File: src/rtl/ifetch_responder.sv
// Instruction-fetch responder: accepts a PC, optionally waits, reads one word from
// memory and presents it (or a misalignment fault) until the consumer takes it.
module ifetch_responder #(
  parameter int unsigned WAIT_STATES = 0
) (
  input  logic        clk,
  input  logic        rst,
  input  logic        if_request,
  input  logic [63:0] pc,
  input  logic        flush,
  input  logic        stall,
  input  logic [31:0] mem_rdata,
  output logic        mem_en,
  output logic [63:0] mem_addr,
  output logic [31:0] inst,
  output logic [63:0] inst_pc,
  output logic        inst_valid,
  output logic        fault,
  output logic        busy
);

  typedef enum logic [2:0] {
    IDLE,
    WAIT,
    MEM,
    DATA,
    RESP
  } state_t;

  localparam logic [3:0] WS_INIT = (WAIT_STATES > 0) ? 4'(WAIT_STATES - 1) : 4'd0;

  state_t      state, state_nxt;
  logic [3:0]  cnt, cnt_nxt;
  logic [63:0] addr, addr_nxt;
  logic [31:0] inst_q, inst_nxt;
  logic [63:0] inst_pc_q, inst_pc_nxt;
  logic        fault_q, fault_nxt;
  logic        accept;

  always_ff @(posedge clk or posedge rst) begin
    if (rst) begin
      state     <= IDLE;
      cnt       <= '0;
      addr      <= '0;
      inst_q    <= '0;
      inst_pc_q <= '0;
      fault_q   <= 1'b0;
    end else begin
      state     <= state_nxt;
      cnt       <= cnt_nxt;
      addr      <= addr_nxt;
      inst_q    <= inst_nxt;
      inst_pc_q <= inst_pc_nxt;
      fault_q   <= fault_nxt;
    end
  end

  always_comb begin
    state_nxt   = state;
    cnt_nxt     = cnt;
    addr_nxt    = addr;
    inst_nxt    = inst_q;
    inst_pc_nxt = inst_pc_q;
    fault_nxt   = fault_q;
    accept      = 1'b0;

    case (state)
      IDLE: accept = if_request && !flush;
      WAIT: begin
        if (flush)          state_nxt = IDLE;
        else if (cnt == '0) state_nxt = MEM;
        else                cnt_nxt   = cnt - 4'd1;
      end
      MEM:  state_nxt = flush ? IDLE : DATA;
      DATA: begin
        if (flush) begin
          state_nxt = IDLE;
        end else begin
          inst_nxt    = mem_rdata;
          inst_pc_nxt = addr;
          fault_nxt   = 1'b0;
          state_nxt   = RESP;
        end
      end
      RESP: begin
        // flush wins over stall; a consumed response may be replaced in the same edge
        if (flush) begin
          state_nxt = IDLE;
        end else if (!stall) begin
          state_nxt = IDLE;
          accept    = if_request;
        end
      end
      default: state_nxt = IDLE;
    endcase

    if (accept) begin
      addr_nxt = pc;
      if (pc[1:0] != 2'b00) begin
        inst_nxt    = '0;
        inst_pc_nxt = pc;
        fault_nxt   = 1'b1;
        state_nxt   = RESP;
      end else if (WAIT_STATES > 0) begin
        cnt_nxt   = WS_INIT;
        state_nxt = WAIT;
      end else begin
        state_nxt = MEM;
      end
    end
  end

  assign mem_en     = (state == MEM);
  assign mem_addr   = addr;
  assign inst       = inst_q;
  assign inst_pc    = inst_pc_q;
  assign fault      = fault_q;
  assign inst_valid = (state == RESP);
  assign busy       = (state == WAIT) || (state == MEM) || (state == DATA);

endmodule

File: config.mk
export PLATFORM = sky130hd
export DESIGN_NAME = ifetch_responder
export DESIGN_NICKNAME = d
export VERILOG_FILES = /design/src/rtl/ifetch_responder.sv
export SDC_FILE = /design/constraint.sdc
export NUM_CORES = 1
export LEC_CHECK = 0
export ABC_AREA = 1
export CORE_MARGIN = 8
export CORE_UTILIZATION = 41
export DETAILED_ROUTE_END_ITERATION = 8
export PLACE_DENSITY = 0.83
export SLEW_MARGIN = 20
export SYNTH_ARGS = -nofsm -noshare
export SYNTH_HDL_FRONTEND = slang
export SYNTH_SLANG_ARGS = --single-unit
File: constraint.sdc
create_clock -name clk -period 5.75 [get_ports clk]
set_input_delay 0.8625 -clock clk [delete_from_list [all_inputs] [get_ports clk]]
set_output_delay 0.8625 -clock clk [all_outputs]
set_load 0.01 [all_outputs]
Word level (Yosys, flattened, before mapping)
Index checks and enable logic that the tools add are counted.
Cells by class
  $add $sub $neg: 1
  equal/unequal tests: 7
  mux-type cells: 24
  bitwise logic cells: 2
  reduce and logical (&&, ||, !) cells: 9
Operator list (count)
  64-bit 2-to-1 mux: 4
  32-bit 2-to-1 mux: 4
  3-bit 2-to-1 mux: 7
  3-bit case mux with 5 select lines: 1
  3-bit by 2-bit equality test with 1-bit output, second input constant: 2
  1-bit 2-to-1 mux: 6
  3-bit AND reduction: 2
  4-bit zero test: 1
  4-bit by 3-bit inequality test with 1-bit output, second input constant: 1
  4-bit inequality test, second input constant: 1
  4-bit by 1-bit subtractor with 4-bit output, second input constant: 1
  3-bit by 1-bit equality test with 1-bit output, second input constant: 1
  3-bit equality test, second input constant: 1
  3-bit zero test: 1
  1-bit logical OR: 2
  2-bit 2-to-1 mux: 1
  2-bit inequality test, second input constant: 1
  1-bit NOT: 2
  1-bit case mux with 2 select lines: 1
  2-bit nonzero test: 1
  1-bit logical AND: 1
  1-bit zero test: 1
Storage, ports and cells
  register bits after elaboration: 168
  bits of input ports: 101
  output and inout bits: 164
  word-level logic and storage cells: 49

Logic depth before layout (Yosys ltp)
Gate-level depths: netlist of the first run.
  word-level depth: 5
  mapped depth: 8
  depth with buffers taken out: 7

Least setup slack after synthesis of the first run
Ideal clock, no wire load.
  path kind: input port to flip-flop
  start point: input port if_request
  end point: register inst_q[10] (netlist: inst[10])
  library setup time: 0.123 ns
  arrival time: 1.632 ns
  data required time: 5.627 ns
  setup slack: 3.995 ns
  stages: 7
  buffers on the path: 2
  cell sequence: inv_1 -> nor2_1 -> nand3_2 -> nor2_2 -> buf_4 -> buf_2 -> a21oi_1
Between the ends
  longest elaborated chain between the ends: 4
  elaborated cells between the ends (all ways): 5
  classes of those cells: mux (4); reduce/logical (1)
RTL lines
  start, declared: RTL line 8  | input logic if_request,
  1-bit 2-to-1 mux: RTL line 89  | end else if (!stall) begin
  1-bit 2-to-1 mux: RTL line 87  | if (flush) begin
  1-bit case mux with 2 select lines (*): RTL line 67  | case (state)
  32-bit 2-to-1 mux (*): RTL line 97  | if (accept) begin
  named net inst_nxt[10]: RTL line 35  | logic [31:0] inst_q, inst_nxt;
  end signal, assigned: RTL line 52  | inst_q <= inst_nxt;
  end, declared: RTL line 35
The timed path passes the listed nets; every way through them passes the cells marked *.
A chain may end at the register's enable or synchronous reset.

Worst setup path in the final report of the first run
  start point: input port flush
  end point: register inst_pc_q[12] (netlist: inst_pc[12])
Between the ends
  longest elaborated chain between the ends: 4
  elaborated cells between the ends (all ways): 8
  classes of those cells: mux (6); reduce/logical (2)
RTL lines
  start, declared: RTL line 10  | input logic flush,
  64-bit 2-to-1 mux / 1-bit zero test (equally long branches): RTL line 76, 68
  64-bit 2-to-1 mux / 1-bit logical AND (equally long branches): RTL line 67, 68
  64-bit 2-to-1 mux / 1-bit case mux with 2 select lines (equally long branches): RTL line 99, 67
  64-bit 2-to-1 mux (*): RTL line 97
  named net inst_pc_nxt[12]: RTL line 36  | logic [63:0] inst_pc_q, inst_pc_nxt;
  end signal, assigned: RTL line 53  | inst_pc_q <= inst_pc_nxt;
  end, declared: RTL line 36
Marks and branches as above.

==> impl_summary.log, run 1 <==
[metrics] portion of the clock cycle consumed by the worst path in the final layout: 54.8%
[metrics] Pleak: 0.00534 uW
[metrics] count of antenna diodes in the layout: 0
[metrics] Routed Wire Length: 23300 um
[metrics] initial antenna violation count: 1
[metrics] clock edge transition at the registers on the reported setup and hold paths: 70 ps
[metrics] crit path DAT: 3500 ps
[metrics] share of synthesized flip-flops with an asynchronous set or reset: 100%
[metrics] number of post-CTS setup repair buffers: 0
[metrics] worst stage delay on the critical path: 640 ps
[metrics] most common cell in the synthesized netlist: nand2_1
[metrics] cell at the root of the clock tree: clkbuf_16
[metrics] HPWL reported at the end of detailed placement: 14900 um
[metrics] endpoint class of the critical path: register
[metrics] classification of the worst-slack hold path: register to register
[metrics] cells after synthesis: 960
[metrics] footprint of the multi-input gates: 2920 um^2
[metrics] DRC violations left: 0
[metrics] area added between synthesis and finish: 45.2%
[metrics] worst setup path category: primary input to register
[metrics] Final Slew Violations: 0
[metrics] detailed-routing iteration count for the pre-antenna-repair pass: 5
[metrics] critical register-to-register path endpoint: inst_pc[12]$_DFF_PP0_
[metrics] Worst Hold Endpoint: fault$_DFF_PP0_
[metrics] Die X: 151 um
[metrics] Fin Setup TNS: 0 ps
[metrics] CTS HTree Levels: 4
[metrics] required time of the critical path: 6100 ps
[metrics] count of antenna-violating nets left after detailed routing: 0
[metrics] setup violation total in the final timing report: 0
[metrics] Resized Gates After CTS: 0
[metrics] clock tree skew after final layout: 6.96 ps
[metrics] Final Worst Setup Slack: 2600 ps
[metrics] floorplan die height: 151 um
[metrics] Ports: 265
[metrics] Vias/cell: 4.91
[metrics] global-route wire length before repair: 36100 um
[metrics] critical path cell sequence: clkdlybuf4s50_1, nor2_1, nand3_2, buf_4, inv_2, nand2_2, buf_4, nand2_1, nand2_1
[metrics] Net Count, Synth: 1062
[metrics] final standard cell utilization of the core: 60.6%
[metrics] initial cell density of the core: 41.8%
[metrics] Post-CTS Hold Fix Bufs: 0
[metrics] Synth top cells by count: nand2_1 (545), dfrtp_1 (168), nand3_1 (104), a21oi_1 (32), buf_2 (30)
[metrics] number of warnings printed during yosys synthesis: 0
[metrics] number of global-route vias before repair: 6844
[metrics] achievable frequency: 0.317 GHz
[metrics] Tmin final: 3150 ps
[metrics] number of nets in the layout: 1293
[metrics] actual slew at the worst max-slew pin: 1100 ps
[metrics] WL per Instance: 16.2 um
[metrics] number of fillers in the final layout: 1549
[metrics] Sink Count: 168
[metrics] PwrDens: 331 nW/um^2
[metrics] setup repair after global routing missed its margin: no
[metrics] outcome: finished, final reports clean
[metrics] startpoint types: primary input
[metrics] relative slew slack: 26.8%
[metrics] post-synthesis instance area: 7480 um^2
[metrics] top flip-flop cell by instance count after synthesis: dfrtp_1
[metrics] post-route worst hold slack: 496 ps
[metrics] Cells on Worst Hold Path: 2
[metrics] dominant cells by area after synthesis: dfrtp_1 (56%), nand2_1 (27%), nand3_1 (7.0%)
[metrics] sequential standard cell area: 4200 um^2
[metrics] total number of placement rows: 49
[metrics] TritonCTS buffer count: 17
[metrics] grt ovf: 0
[metrics] Max-cap violations: 0
[metrics] Largest delay share family, worst path: buffers and inverters
[metrics] clock tree from TritonCTS: built
[metrics] maximum number of pins on one net before global-route repair: 99
[metrics] worst-path fanout max: 61
[metrics] proportion of netlist area held by the largest area contributor: 56.2%
[metrics] hold path start: fault$_DFF_PP0_
[metrics] number of port buffers: 264
[metrics] post-synthesis cell type with the largest combined area: dfrtp_1
[metrics] Die Outline Area: 22800 um^2
[metrics] number of cells on the worst reg-to-reg path: 8
[metrics] worst reg2reg path startpoint: state[2]$_DFFE_PP0P_
[metrics] maximum clock insertion buffer count: 2
[metrics] fraction of layout cells with a size suffix above 1: 3.82%
[metrics] Max stage delay cell, worst path: nand2_2
[metrics] Synth Area per Inst: 7.79 um^2
[metrics] aggregate global-route resource usage: 20.1%
[metrics] clock latency on the worst-skew pair: 410 ps
[metrics] routability-driven placement congestion ratio: 0.783
[metrics] minimum setup slack after placement: 2040 ps
[metrics] count of flip-flops with a built-in enable after synthesis: 0
[metrics] floorplan core area: 17900 um^2
[metrics] worst IR drop on VDD: 0.207 mV
[metrics] Yosys cell types: 20
[metrics] worst path bufs/invs: 4
[metrics] number of hold-slack violations in the final timing report: 0
[metrics] register bit total from synthesis: 168
[metrics] portion of the post-synthesis area used by sequential elements: 56.2%
[metrics] via count: 7030
[metrics] Starting DRT DRC Count: 375
[metrics] worst reg2reg setup slack: 2990 ps
-- metrics by stage --
stage | total power (uW) | area, um^2 | cells
after floorplan | 1860 | 7480 | 960
after detailed placement | 2410 | 10200 | 1400
final | 3590 | 10900 | 1432
after global routing | 3770 | 10900 | 1432
after global placement | 2390 | 10200 | 1400
after CTS | 3630 | 10800 | 1431
-- per-layer routing --
layer	track usage, %	routed length, um	share of wire, %	vias up
li1	-	-	-	3447
met1	23.3	9170	39	3254
met2	34.1	11300	49	301
met3	7.02	2390	10	26
met4	6.73	378	1.6	2
met5	0	13	0.056	-
-- layout make-up --
cell class	count	area share [%]
repair buffers	272	25.3
flip-flops and latches	168	38.7
inverters	20	0.749
well taps	229	2.64
clock buffers	20	4.12
clock inverters	11	1.60
multi-input cells	712	26.9
-- placed cells by master, fill, tap and decap left out --
master           synthesis  routed
nand3_1                104     104
dfrtp_1                168     168
a21oi_1                 32      32
nand2_1                545     545
nand4_1                  1       1
o21ai_0                  9       9
nand3_2                  1       1
nand2_8                  0       1
clkinv_2                 0       2
nor2_1                  12      12
clkinvlp_4               0       3
clkdlybuf4s50_1          0     264
inv_2                    2       1
clkbuf_8                 0       1
ha_1                     1       1
inv_1                   18      17
buf_12                   0       3
bufinv_16                0       4
inv_6                    0       1
nor2_4                   2       3
buf_4                    9       5
clkinv_4                 0       3
xor2_1                   1       1
nor3_1                   1       1
clkbuf_16                0      17
nand2_2                  2       1
clkbuf_1                16       2
-- power breakdown --
part | switching [uW] | internal [uW]
registers | 125 | 1360
clock network | 470 | 738
logic | 429 | 463
-- kinds of logic after synthesis --
| kind of cell | synth area share (%) |
|---|---|
| and+or+nand+nor | 35.8 |
| xor gates and xnor gates | 0.117 |
| buffers and inverters | 4.97 |
| adders and majority gates | 0.167 |
| DFF | 56.2 |
| AOI/OAI and AO/OA | 2.74 |
-- worst min-delay path, stage by stage (launching register included) --
cell and delay [ps]:
dfrtp_1 350, nand2_1 60, nand2_1 50
-- sequential cells by signal, summed over array words and instances, names as in the netlist --
name	count
inst	32
mem_addr	64
inst_pc	64
fault	1
cnt	4
state	3
-- worst max-delay path by stage --
stage | to | depth (start not counted) | slack [ps] | startpoint
final | inst_pc[12]$_DFF_PP0_ | 9 | 2600 | flush
after global routing | inst_pc[30]$_DFF_PP0_ | 9 | 2360 | flush
after floorplan | cnt[0]$_DFFE_PP0P_ | 1 | 340 | rst
after detailed placement | inst_pc[45]$_DFF_PP0_ | 7 | 2040 | flush
after CTS | inst_pc[35]$_DFF_PP0_ | 7 | 2480 | flush
after global placement | inst_pc[58]$_DFF_PP0_ | 7 | 2110 | flush
(Power assumes the default switching activity.)
==> run 2: changes to the inputs <==
clock period = 2.55 ns   (was 5.75 ns; I/O delays follow)
==> impl_summary.log, run 2 (synthesis results as in run 1) <==
[metrics] maximum number of pins on one net before global-route repair: 90 (was 99)
[metrics] footprint of the multi-input gates: 2910 um^2 (was 2920 um^2)
[metrics] Die Outline Area: 22800 um^2 (unchanged)
[metrics] worst-path fanout max: 5 (was 61)
[metrics] routability-driven placement congestion ratio: 0.796 (was 0.783)
[metrics] count of antenna diodes in the layout: 0 (unchanged)
[metrics] worst setup path category: register to output port (was primary input to register)
[metrics] critical path cell sequence: nor2_4, inv_1, nor2_1, clkdlybuf4s50_1 (was clkdlybuf4s50_1, nor2_1, nand3_2, buf_4, inv_2, nand2_2, buf_4, nand2_1, nand2_1)
[metrics] clock edge transition at the registers on the reported setup and hold paths: 60 ps (was 70 ps)
[metrics] area added between synthesis and finish: 46.3% (was 45.2%)
[metrics] Routed Wire Length: 23800 um (was 23300 um)
[metrics] floorplan die height: 151 um (unchanged)
[metrics] Tmin final: 2090 ps
[metrics] clock tree skew after final layout: 8.27 ps (was 6.96 ps)
[metrics] relative slew slack: 54.2% (was 26.8%)
[metrics] number of global-route vias before repair: 7420 (was 6844)
[metrics] aggregate global-route resource usage: 21.1% (was 20.1%)
[metrics] fraction of layout cells with a size suffix above 1: 4.38% (was 3.82%)
[metrics] number of post-CTS setup repair buffers: 0 (unchanged)
[metrics] Pleak: 0.00541 uW (was 0.00534 uW)
[metrics] clock latency on the worst-skew pair: 420 ps (was 410 ps)
[metrics] number of nets in the layout: 1302 (was 1293)
[metrics] setup repair after global routing missed its margin: no (unchanged)
[metrics] maximum clock insertion buffer count: 2 (unchanged)
[metrics] setup violation total in the final timing report: 0 (unchanged)
[metrics] PwrDens: 734 nW/um^2 (was 331 nW/um^2)
[metrics] Final Slew Violations: 0 (unchanged)
[metrics] CTS HTree Levels: 4 (unchanged)
[metrics] required time of the critical path: 2170 ps (was 6100 ps)
[metrics] cell at the root of the clock tree: clkbuf_16 (unchanged)
[metrics] detailed-routing iteration count for the pre-antenna-repair pass: 5 (unchanged)
[metrics] startpoint types: register (was primary input)
[metrics] endpoint class of the critical path: output port (was register)
[metrics] Largest delay share family, worst path: buffers and inverters (unchanged)
[metrics] Ports: 265 (unchanged)
[metrics] count of antenna-violating nets left after detailed routing: 0 (unchanged)
[metrics] global-route wire length before repair: 38200 um (was 36100 um)
[metrics] total number of placement rows: 49 (unchanged)
[metrics] outcome: finished, final reports clean (unchanged)
[metrics] clock tree from TritonCTS: built (unchanged)
[metrics] grt ovf: 0 (unchanged)
[metrics] Vias/cell: 4.96 (was 4.91)
[metrics] Max-cap violations: 0 (unchanged)
[metrics] classification of the worst-slack hold path: primary input to asynchronous set/reset pin (was register to register)
[metrics] HPWL reported at the end of detailed placement: 16200 um (was 14900 um)
[metrics] Max stage delay cell, worst path: clkdlybuf4s50_1 (was nand2_2)
[metrics] portion of the clock cycle consumed by the worst path in the final layout: 81.8%
[metrics] worst stage delay on the critical path: 540 ps (was 640 ps)
[metrics] final standard cell utilization of the core: 61.1% (was 60.6%)
[metrics] TritonCTS buffer count: 17 (unchanged)
[metrics] Die X: 151 um (unchanged)
[metrics] worst IR drop on VDD: 0.442 mV (was 0.207 mV)
[metrics] initial cell density of the core: 41.8% (unchanged)
[metrics] Fin Setup TNS: 0 ps (unchanged)
[metrics] initial antenna violation count: 0 (was 1)
[metrics] DRC violations left: 0 (unchanged)
[metrics] Post-CTS Hold Fix Bufs: 0 (unchanged)
[metrics] Starting DRT DRC Count: 397 (was 375)
[metrics] most used cells in the layout excluding fill and tap cells: nand2_1 (545), clkdlybuf4s50_1 (264), dfrtp_1 (168), nand3_1 (104), a21oi_1 (32) (unchanged)
[metrics] sequential standard cell area: 4200 um^2 (unchanged)
[metrics] achievable frequency: 0.480 GHz
[metrics] number of fillers in the final layout: 1561 (was 1549)
[metrics] most common cell after layout, fill and taps aside: nand2_1 (unchanged)
[metrics] via count: 7136 (was 7030)
[metrics] actual slew at the worst max-slew pin: 687 ps (was 1100 ps)
[metrics] worst path bufs/invs: 2 (was 4)
[metrics] number of hold-slack violations in the final timing report: 0 (unchanged)
[metrics] Sink Count: 168 (unchanged)
[metrics] crit path DAT: 1700 ps (was 3500 ps)
[metrics] WL per Instance: 16.5 um (was 16.2 um)
[metrics] Resized Gates After CTS: 0 (unchanged)
[metrics] number of port buffers: 264 (unchanged)
[metrics] floorplan core area: 17900 um^2 (unchanged)
[run 2: changes by cell type in the layout (fill, tap and decap cells not counted), moves of 2 or more]
| cell | previous run | this run |
|---|---|---|
| buf_12 | 3 | 7 |
| buf_4 | 5 | 10 |
| clkbuf_8 | 1 | 3 |
| clkinv_4 | 3 | 1 |
[run 2: path summary, 6_finish.rpt]
| check | slack, ps | cells past startpoint | endpoint | start |
|---|---|---|---|---|
| max | 460 | 4 | inst_valid | state[0]$_DFFE_PP0P_ |
| min | 450 | 3 | inst[5]$_DFF_PP0_ | rst |
| max reg2reg | 800 | 7 | inst_pc[63]$_DFF_PP0_ | state[0]$_DFFE_PP0P_ |
| min reg2reg | 500 | 2 | fault$_DFF_PP0_ | fault$_DFF_PP0_ |
| max in group asynchronous | 1650 | 3 | mem_addr[39]$_DFFE_PP0P_ | rst |
| min in group clk | 500 | 2 | fault$_DFF_PP0_ | fault$_DFF_PP0_ |
[run 2: power breakdown]
group / switching, uW / internal (uW)
Sequential: 294 / 3070
Combinational: 967 / 1060
Clock: 1030 / 1610
[run 2: metrics by stage]
| stage | total power (uW) | hold WS, ps | cell area, um^2 | setup slack [ps] | instances |
|---|---|---|---|---|---|
| final | 8030 | 454 | 10900 | 465 | 1440 |
| after global routing | 8480 | 515 | 10900 | 396 | 1440 |
| after CTS | 8130 | 489 | 10900 | 441 | 1440 |
| after detailed placement | 5460 | 485 | 10300 | 453 | 1410 |
| after global placement | 5400 | 472 | 10300 | 536 | 1410 |
| after floorplan | 4200 | 474 | 7480 | 26.8 | 960 |
[run 2: tightest hold or removal path, stage by stage]
cell and delay [ps]:
clkdlybuf4s50_1 440, clkinvlp_4 130, buf_12 320
[run 2: layout make-up]
cell class	count	area share (%)
Tap cell	229	2.62
Clock inverter	7	1.09
Timing Repair Buffer	281	26.1
Inverter	20	0.732
Clock buffer	23	4.37
Sequential cell	168	38.4
Multi-Input combinational cell	712	26.6
[run 2: layer usage]
layer / global-route usage [%] / vias up / share of wire [%]
met2: 35.5 / 264 / 49
met4: 7.67 / 0 / 2.1
met3: 7.35 / 27 / 9.8
li1: - / 3473 / -
met1: 24.5 / 3372 / 40
met5: 0 / - / 0
==> run 3: changes to the inputs <==
clock period = 1.9 ns   (was 2.55 ns; I/O delays follow)
==> impl_summary.log, run 3 (synthesis results as in run 1) <==
[metrics] outcome: finished, final reports clean (unchanged)
[metrics] TritonCTS buffer count: 17 (unchanged)
[metrics] Sink Count: 168 (unchanged)
[metrics] Pleak: 0.00546 uW (was 0.00541 uW)
[metrics] achievable frequency: 0.547 GHz
[metrics] cell at the root of the clock tree: clkbuf_16 (unchanged)
[metrics] Die Outline Area: 22800 um^2 (unchanged)
[metrics] DRC violations left: 0 (unchanged)
[metrics] finished layout cell area: 11000 um^2 (was 10900 um^2)
[metrics] floorplan core area: 17900 um^2 (unchanged)
[metrics] minimum setup slack after placement: 31.6 ps (was 453 ps)
[metrics] Vias/cell: 4.98 (was 4.96)
[metrics] Routed Wire Length: 24200 um (was 23800 um)
[metrics] number of port buffers: 264 (unchanged)
[metrics] worst-path fanout max: 5 (unchanged)
[metrics] clock tree skew after final layout: 8.61 ps (was 8.27 ps)
[metrics] aggregate global-route resource usage: 21.1% (about the same)
[metrics] clock tree from TritonCTS: built (unchanged)
[metrics] routability-driven placement congestion ratio: 0.811 (was 0.796)
[metrics] final standard cell utilization of the core: 61.7% (was 61.1%)
[metrics] endpoint class of the critical path: output port (unchanged)
[metrics] total number of placement rows: 49 (unchanged)
[metrics] HPWL reported at the end of detailed placement: 16500 um (was 16200 um)
[metrics] post-route insts no fill: 1444 (was 1440)
[metrics] Tmin final: 1830 ps
[metrics] number of nets in the layout: 1304 (was 1302)
[metrics] area after detailed placement: 10400 um^2 (was 10300 um^2)
[metrics] CTS HTree Levels: 4 (unchanged)
[metrics] classification of the worst-slack hold path: primary input to asynchronous set/reset pin (unchanged)
[metrics] actual slew at the worst max-slew pin: 511 ps (was 687 ps)
[metrics] worst IR drop on VDD: 0.622 mV (was 0.442 mV)
[metrics] floorplan die height: 151 um (unchanged)
[metrics] number of hold-slack violations in the final timing report: 0 (unchanged)
[metrics] count of antenna diodes in the layout: 0 (unchanged)
[metrics] initial antenna violation count: 0 (unchanged)
[metrics] required time of the critical path: 1620 ps (was 2170 ps)
[metrics] Fin Setup TNS: 0 ps (unchanged)
[metrics] crit path DAT: 1540 ps (was 1700 ps)
[metrics] maximum clock insertion buffer count: 2 (unchanged)
[metrics] Die X: 151 um (unchanged)
[metrics] most used cells in the layout excluding fill and tap cells: nand2_1 (545), clkdlybuf4s50_1 (262), dfrtp_1 (168), nand3_1 (104), a21oi_1 (32) (was nand2_1 (545), clkdlybuf4s50_1 (264), dfrtp_1 (168), nand3_1 (104), a21oi_1 (32))
[metrics] worst setup path category: register to output port (unchanged)
[metrics] number of global-route vias before repair: 7400 (was 7420)
[metrics] Ports: 265 (unchanged)
[metrics] global-route wire length before repair: 38200 um (about the same)
[metrics] Final Worst Setup Slack: 70.7 ps (was 465 ps)
[metrics] number of cells after detailed placement: 1410 (unchanged)
[metrics] count of antenna-violating nets left after detailed routing: 0 (unchanged)
[metrics] setup violation total in the final timing report: 0 (unchanged)
[metrics] detailed-routing iteration count for the pre-antenna-repair pass: 4 (was 5)
[metrics] Max-cap violations: 0 (unchanged)
[metrics] Final Slew Violations: 0 (unchanged)
[metrics] maximum number of pins on one net before global-route repair: 89 (was 90)
[metrics] clock edge transition at the registers on the reported setup and hold paths: 70 ps (was 60 ps)
[metrics] grt ovf: 0 (unchanged)
[metrics] relative slew slack: 65.9% (was 54.2%)
[metrics] portion of the clock cycle consumed by the worst path in the final layout: 96.3%
[metrics] setup repair after global routing missed its margin: no (unchanged)
[metrics] Post-CTS Hold Fix Bufs: 0 (unchanged)
[metrics] startpoint types: register (unchanged)
[metrics] Starting DRT DRC Count: 332 (was 397)
[metrics] most common cell after layout, fill and taps aside: nand2_1 (unchanged)
[metrics] clock latency on the worst-skew pair: 410 ps (was 420 ps)
[metrics] via count: 7193 (was 7136)
[metrics] fraction of layout cells with a size suffix above 1: 4.77% (was 4.38%)
[metrics] area added between synthesis and finish: 47.7% (was 46.3%)
[metrics] WL per Instance: 16.8 um (was 16.5 um)
[metrics] PwrDens: 985 nW/um^2 (was 734 nW/um^2)
[metrics] initial cell density of the core: 41.8% (unchanged)
==> run 3: cell types whose count changed in the layout (fill, tap and decap cells not counted), sizes merged <==
cell,before,now
inv,18,19
clkbuf,23,22
clkinvlp,3,2
dlygate4sd2,0,2
clkdlybuf4s50,264,262
clkinv,3,6
buf,17,19
==> run 3: cell type report <==
type	count	area (um^2)
clock buffers	22	474
clock inverters	10	143
fillers	1549	6860
inverters	20	80.1
multi-input cells	712	2910
flip-flops and latches	168	4200
well taps	229	287
repair buffers	283	2950
==> run 3: per-layer routing <==
metal / vias to the layer above / part of all wire [%] / wire [um] / global-route usage (%)
li1: 3469 / - / - / -
met1: 3418 / 39 / 9440 / 24.2
met2: 266 / 49 / 11800 / 35.7
met3: 40 / 10 / 2410 / 7.14
met4: 0 / 2.4 / 592 / 8.07
met5: - / 0 / 0 / 0
==> run 3: power by group <==
group | switching, uW | internal, uW
clock network | 1420 | 2180
logic | 1320 | 1430
registers | 395 | 4120
==> run 3: what timing repair did <==
action	CTS	global route
setup endpoints to repair	2	0
setup buffers	2	0
resized for setup	2	0
==> run 3: final timing paths <==
path,depth (start not counted),to,from,slack (ps)
worst max register to register,9,inst_pc[37]$_DFF_PP0_,state[0]$_DFFE_PP0P_,280
worst max-delay path,3,busy,state[0]$_DFFE_PP0P_,70
worst min-delay path,3,state[1]$_DFFE_PP0P_,rst,370
max in group asynchronous,3,inst_pc[41]$_DFF_PP0_,rst,1090
min in group clk,3,mem_addr[33]$_DFFE_PP0P_,pc[33],430
worst min register to register,2,fault$_DFF_PP0_,fault$_DFF_PP0_,490
==> run 3: critical path: stages, from the launching register on <==
cell and delay, ps:
dfrtp_1 430, nor2_4 170, nor2_1 50, clkdlybuf4s50_1 480
==> run 3: stage by stage <==
step	hold WS [ps]	power, uW
2_1_floorplan	395	5640
3_3_place_gp	474	7270
3_5_place_dp	479	7350
4_1_cts	412	11000
5_1_grt	417	11500
6_report	374	10900
